===== src/rtl/serial_adder_pkg.sv =====
// rtl/serial_adder_pkg.sv - shared types and constants for the bit-serial adder
package serial_adder_pkg;

  localparam int DEFAULT_WIDTH = 8;

  typedef enum logic [1:0] {
    IDLE  = 2'd0,
    SHIFT = 2'd1,
    DONE  = 2'd2
  } state_t;

endpackage


===== src/rtl/serial_adder_if.sv =====
// rtl/serial_adder_if.sv - request/result bundle between a requester and the serial adder
interface serial_adder_if
  import serial_adder_pkg::*;
#(
  parameter int WIDTH = DEFAULT_WIDTH
);

  logic             start;
  logic [WIDTH-1:0] a;
  logic [WIDTH-1:0] b;
  logic             busy;
  logic             done;
  logic [WIDTH-1:0] sum;
  logic             cout;

  modport master (
    output start, a, b,
    input  busy, done, sum, cout
  );

  modport slave (
    input  start, a, b,
    output busy, done, sum, cout
  );

endinterface


===== src/rtl/halfadder.sv =====
// rtl/halfadder.sv - single-bit half adder
module halfadder (
  input  logic a,
  input  logic b,
  output logic sum,
  output logic cout
);

  assign sum  = a ^ b;
  assign cout = a & b;

endmodule


===== src/rtl/serial_adder.sv =====
// rtl/serial_adder.sv - LSB-first bit-serial adder, one result bit per clock
module serial_adder
  import serial_adder_pkg::*;
#(
  parameter int WIDTH = DEFAULT_WIDTH
) (
  input  logic          clk,
  input  logic          rst,
  serial_adder_if.slave bus
);

  localparam int              CNTW = $clog2(WIDTH + 1);
  localparam logic [CNTW-1:0] LAST = CNTW'(WIDTH - 1);

  state_t           state;
  state_t           state_nxt;
  logic [WIDTH-1:0] a_sh;
  logic [WIDTH-1:0] b_sh;
  logic [WIDTH-1:0] sum_r;
  logic             carry;
  logic [CNTW-1:0]  cnt;
  logic             busy_c;
  logic             done_c;

  logic ha0_s;
  logic ha0_c;
  logic ha1_s;
  logic ha1_c;
  logic fa_s;
  logic fa_c;

  // Full adder on the current LSBs: two half adders, carries ORed.
  halfadder u_ha0 (.a(a_sh[0]), .b(b_sh[0]), .sum(ha0_s), .cout(ha0_c));
  halfadder u_ha1 (.a(ha0_s),   .b(carry),   .sum(ha1_s), .cout(ha1_c));

  assign fa_s = ha1_s;
  assign fa_c = ha0_c | ha1_c;

  always_comb begin
    state_nxt = state;
    busy_c    = 1'b0;
    done_c    = 1'b0;
    case (state)
      IDLE: begin
        if (bus.start) state_nxt = SHIFT;
      end
      SHIFT: begin
        busy_c = 1'b1;
        if (cnt == LAST) state_nxt = DONE;
      end
      DONE: begin
        busy_c    = 1'b1;
        done_c    = 1'b1;
        state_nxt = IDLE;
      end
      default: state_nxt = IDLE;
    endcase
  end

  always_ff @(posedge clk or posedge rst) begin
    if (rst) state <= IDLE;
    else     state <= state_nxt;
  end

  // Result register and carry are only touched on accept and in SHIFT,
  // so the last sum/cout stays visible through DONE and IDLE.
  always_ff @(posedge clk or posedge rst) begin
    if (rst) begin
      a_sh  <= '0;
      b_sh  <= '0;
      sum_r <= '0;
      carry <= 1'b0;
      cnt   <= '0;
    end else begin
      case (state)
        IDLE: begin
          if (bus.start) begin
            a_sh  <= bus.a;
            b_sh  <= bus.b;
            carry <= 1'b0;
            cnt   <= '0;
          end
        end
        SHIFT: begin
          sum_r <= {fa_s, sum_r[WIDTH-1:1]};
          a_sh  <= {1'b0, a_sh[WIDTH-1:1]};
          b_sh  <= {1'b0, b_sh[WIDTH-1:1]};
          carry <= fa_c;
          cnt   <= cnt + 1'b1;
        end
        default: ;
      endcase
    end
  end

  assign bus.busy = busy_c;
  assign bus.done = done_c;
  assign bus.sum  = sum_r;
  assign bus.cout = carry;

endmodule


===== src/flat_wrapper.sv =====
// flat-port wrapper written by rule: the top's interface ports become plain ports
module serial_adder_flat import serial_adder_pkg::*;
#(
  parameter int WIDTH = DEFAULT_WIDTH
)
  (clk, rst, bus_start, bus_a, bus_b, bus_busy, bus_done, bus_sum, bus_cout);
  serial_adder_if #(.WIDTH(WIDTH)) bus_i ();
  input  logic clk;
  input  logic rst;
  input wire logic [$bits(bus_i.start)-1:0] bus_start;
  input wire logic [$bits(bus_i.a)-1:0] bus_a;
  input wire logic [$bits(bus_i.b)-1:0] bus_b;
  output wire logic [$bits(bus_i.busy)-1:0] bus_busy;
  output wire logic [$bits(bus_i.done)-1:0] bus_done;
  output wire logic [$bits(bus_i.sum)-1:0] bus_sum;
  output wire logic [$bits(bus_i.cout)-1:0] bus_cout;
  assign bus_i.start = bus_start;
  assign bus_i.a = bus_a;
  assign bus_i.b = bus_b;
  assign bus_busy = bus_i.busy;
  assign bus_done = bus_i.done;
  assign bus_sum = bus_i.sum;
  assign bus_cout = bus_i.cout;
  serial_adder #(.WIDTH(WIDTH)) u_core (.clk(clk), .rst(rst), .bus(bus_i));
endmodule

===== config.mk =====
export PLATFORM = sky130hd
export DESIGN_NAME = serial_adder_flat
export DESIGN_NICKNAME = d
export VERILOG_FILES = /design/src/rtl/serial_adder_pkg.sv /design/src/rtl/serial_adder_if.sv /design/src/rtl/halfadder.sv /design/src/rtl/serial_adder.sv /design/src/flat_wrapper.sv
export SDC_FILE = /design/constraint.sdc
export NUM_CORES = 1
export LEC_CHECK = 0
export BUFFER_PORTS_ARGS = -buffer_cell sky130_fd_sc_hd__clkbuf_2
export CAP_MARGIN = 5
export CORE_MARGIN = 4
export CORE_UTILIZATION = 40
export CTS_BUF_LIST = sky130_fd_sc_hd__clkbuf_16
export DETAILED_ROUTE_END_ITERATION = 16
export PLACE_DENSITY = 0.7
export SETUP_SLACK_MARGIN = 0.02
export SLEW_MARGIN = 20
export SYNTH_ARGS = -nofsm -noshare
export SYNTH_HDL_FRONTEND = slang
export SYNTH_SLANG_ARGS = --single-unit

===== constraint.sdc =====
create_clock -name clk -period 1.9 [get_ports clk]
set_input_delay 0.285 -clock clk [delete_from_list [all_inputs] [get_ports clk]]
set_output_delay 0.285 -clock clk [all_outputs]
set_load 0.1 [all_outputs]

==> run metrics <==
routability congestion estimate from global placement=about 0.7; Core Region=between 3000 and 4000 sq um; Worst slew margin=0.638; vias after detailed routing=around 1000; number of design rule violations left after detail routing=0; Post-Layout Cell Count=approximately 210; highest fanout seen on the critical path=3; maximum number of pins on one net before global-route repair=39; number of nets in the layout=approximately 190; Worst-Skew Late Latency=about 0.27 ns; flops & latches, synth=31; Ys Warns=0; number of synthesized flops with an enable pin=0; Synth Net Count=~160; Max Fclk=slightly below 600 MHz; share of the cycle needed by the critical path after routing=0.913; grt ovf=0; commonest cells in the netlist=31 x dfrtp_1, 22 x nand2_1, 19 x o21ai_0; type of the most critical hold path=input pin to async pin; share of the synthesized area in the top cell type=0.540; sequential cell area fraction in the yosys report=0.540; signed area change from the synthesized netlist to the final layout=25.2%; antenna violations before repair=0; Required @ worst endpoint=approximately 1.6 ns; final design utilization=0.530; count of endpoints failing setup in the final report=0; Clock Skews=~0.0033 ns; leading cell types by total area after synthesis=dfrtp_1 54%, mux2i_1 10%, o21ai_0 6.6%, nand2_1 5.7%, mux2_2 5.5%; biggest area consumer among synthesized cells=dfrtp_1; buffer count from post-CTS setup fixing=0; Clock Sink Count=31; height of the die=approximately 68 um; final routed wire length divided by cell count=roughly 12 um; detailed-placement wirelength estimate=roughly 1.8 mm; # hold bufs at CTS=0; IO buf count=29; Post-synth ARST share=1.00; Post-DP Area=about 1600 sq um; effective utilization at floorplan=0.424; reg2reg end=u_core.cnt[2]; setup repair after global routing missed its margin=false; cells after synthesis=131; fraction of layout cells with a size suffix above 1=0.288; data arrival at the endpoint of the critical path=between 1 and 1.5 ns; total negative slack for setup checks=0 ns; dominant synthesized flop cell=dfrtp_1; number of antenna cells inserted=0; filler cell count in the final layout=~290; total wirelength of the detailed-routed design=approximately 2.6 mm; Final Slew Violations=0; number of vias per cell=~4.8; number of optimization iterations in the first detailed-route pass=3; Routed Antenna Nets=0; CP startpoint=u_core.state[0]; endpoint of the worst setup timing path=bus_busy; die outline area=4610 sq um; vias in the first global route=969; maximum level of the CTS H-tree=2; number of library cell types mapped by synthesis=22; number of buffers created by CTS=5; first-pass GRT wire length=~4.3 mm; Clock transition at path regs=approximately 0.050 ns; Initial DRC Count=47; type of element launching the critical path=flop; Syn Area/Cell=around 11 sq um; actual slew at the worst max-slew pin=approximately 0.55 ns; number of cell rows=21; worst setup slack for register-to-register paths=roughly 0.27 ns; reg2reg start=u_core.state[0]; mapped cell area=around 1400 sq um; max-capacitance violation count=0; horizontal extent of the die=around 68 um; type of element capturing the critical path=output pin; number of I/O pins=30; CTS root buf=clkbuf_16; cell area after layout=about 1800 sq um; clock buffer depth=2; number of resized instances in the post-cts repair step=0; dominant cell by count in the synthesized netlist=dfrtp_1; TritonCTS clock tree=done; category of the most critical setup path=flop to output pin; final period demand of the worst path=between 1.5 and 2 ns; global-route usage over all layers=0.129; worst r2r path cells=5; cell count after placement=around 200; number of endpoints with negative hold slack in the final report=0; status=finished clean
## flip-flops by register name, indices dropped and copies added (netlist names)
signal,cells
u_core.bus.cout,1
u_core.b_sh,8
u_core.cnt,4
u_core.bus.sum,8
u_core.a_sh,8
u_core.state,2
## cell usage in the layout (no fill, tap or decap), drive strengths merged
master  instances
clkbuf         34
dfrtp          31
nand2          22
o21ai          19
mux2i          15
mux2            7
inv             6
ha              4
nand2b          3
nand3           3
buf             3
nor2            2
a21oi           2
nand3b          2
clkinv          2
nor2b           1
o21a            1
a32o            1
o221ai          1
a311oi          1
or4b            1
fa              1
bufinv          1
## logic make-up after synthesis
family                     share of synthesized area
buffers and inverters                         0.0462
DFF                                            0.540
adders and majority gates                     0.0488
muxes                                          0.159
and+or+nand+nor                                0.108
AOI/OAI and AO/OA                             0.0976
## per-layer routing
layer	up-vias	routed length [um]	track usage
met4	0	52	0.0670
met1	469	1230	0.165
met2	23	1130	0.189
met5	-	0	0
met3	4	155	0.0460
li1	510	-	-
## per-stage QoR
| step | hold slack, ns | setup WS [ns] |
|---|---|---|
| floorplan | 0.389 | 0.0977 |
| global placement | 0.357 | 0.358 |
| detailed placement | 0.367 | 0.261 |
| CTS | 0.0821 | 0.162 |
| global route | 0.114 | 0.0969 |
| finish | 0.0676 | 0.165 |
## how the worst min path moves through the flow
stage | startpoint | endpoint | slack, ns | depth (start not counted)
floorplan | rst | u_core.a_sh[0] | 0.39 | 1
global placement | rst | u_core.a_sh[4] | 0.36 | 3
detailed placement | rst | u_core.a_sh[4] | 0.37 | 3
CTS | rst | u_core.bus.sum[0] | 0.08 | 3
global route | rst | u_core.a_sh[4] | 0.11 | 3
finish | rst | u_core.a_sh[4] | 0.07 | 3
## worst max-delay path, stage by stage (launching register included)
cell and delay (ns):
dfrtp_1 0.37, inv_1 0.09, ha_1 0.27, clkbuf_2 0.45
## final cells by class
cell class	instances	area, sq um	share of cell area
multi-input cells	86	598	0.333
inverters	6	22.5	0.0125
repair buffers	32	180	0.100
well taps	46	57.6	0.0320
clock inverters	3	38.8	0.0216
flip-flops and latches	31	776	0.431
clock buffers	5	125	0.0696
Power is left out: the tool's default activity adds up to more than one toggle a clock period on the data nets, which glitch-free logic cannot reach.
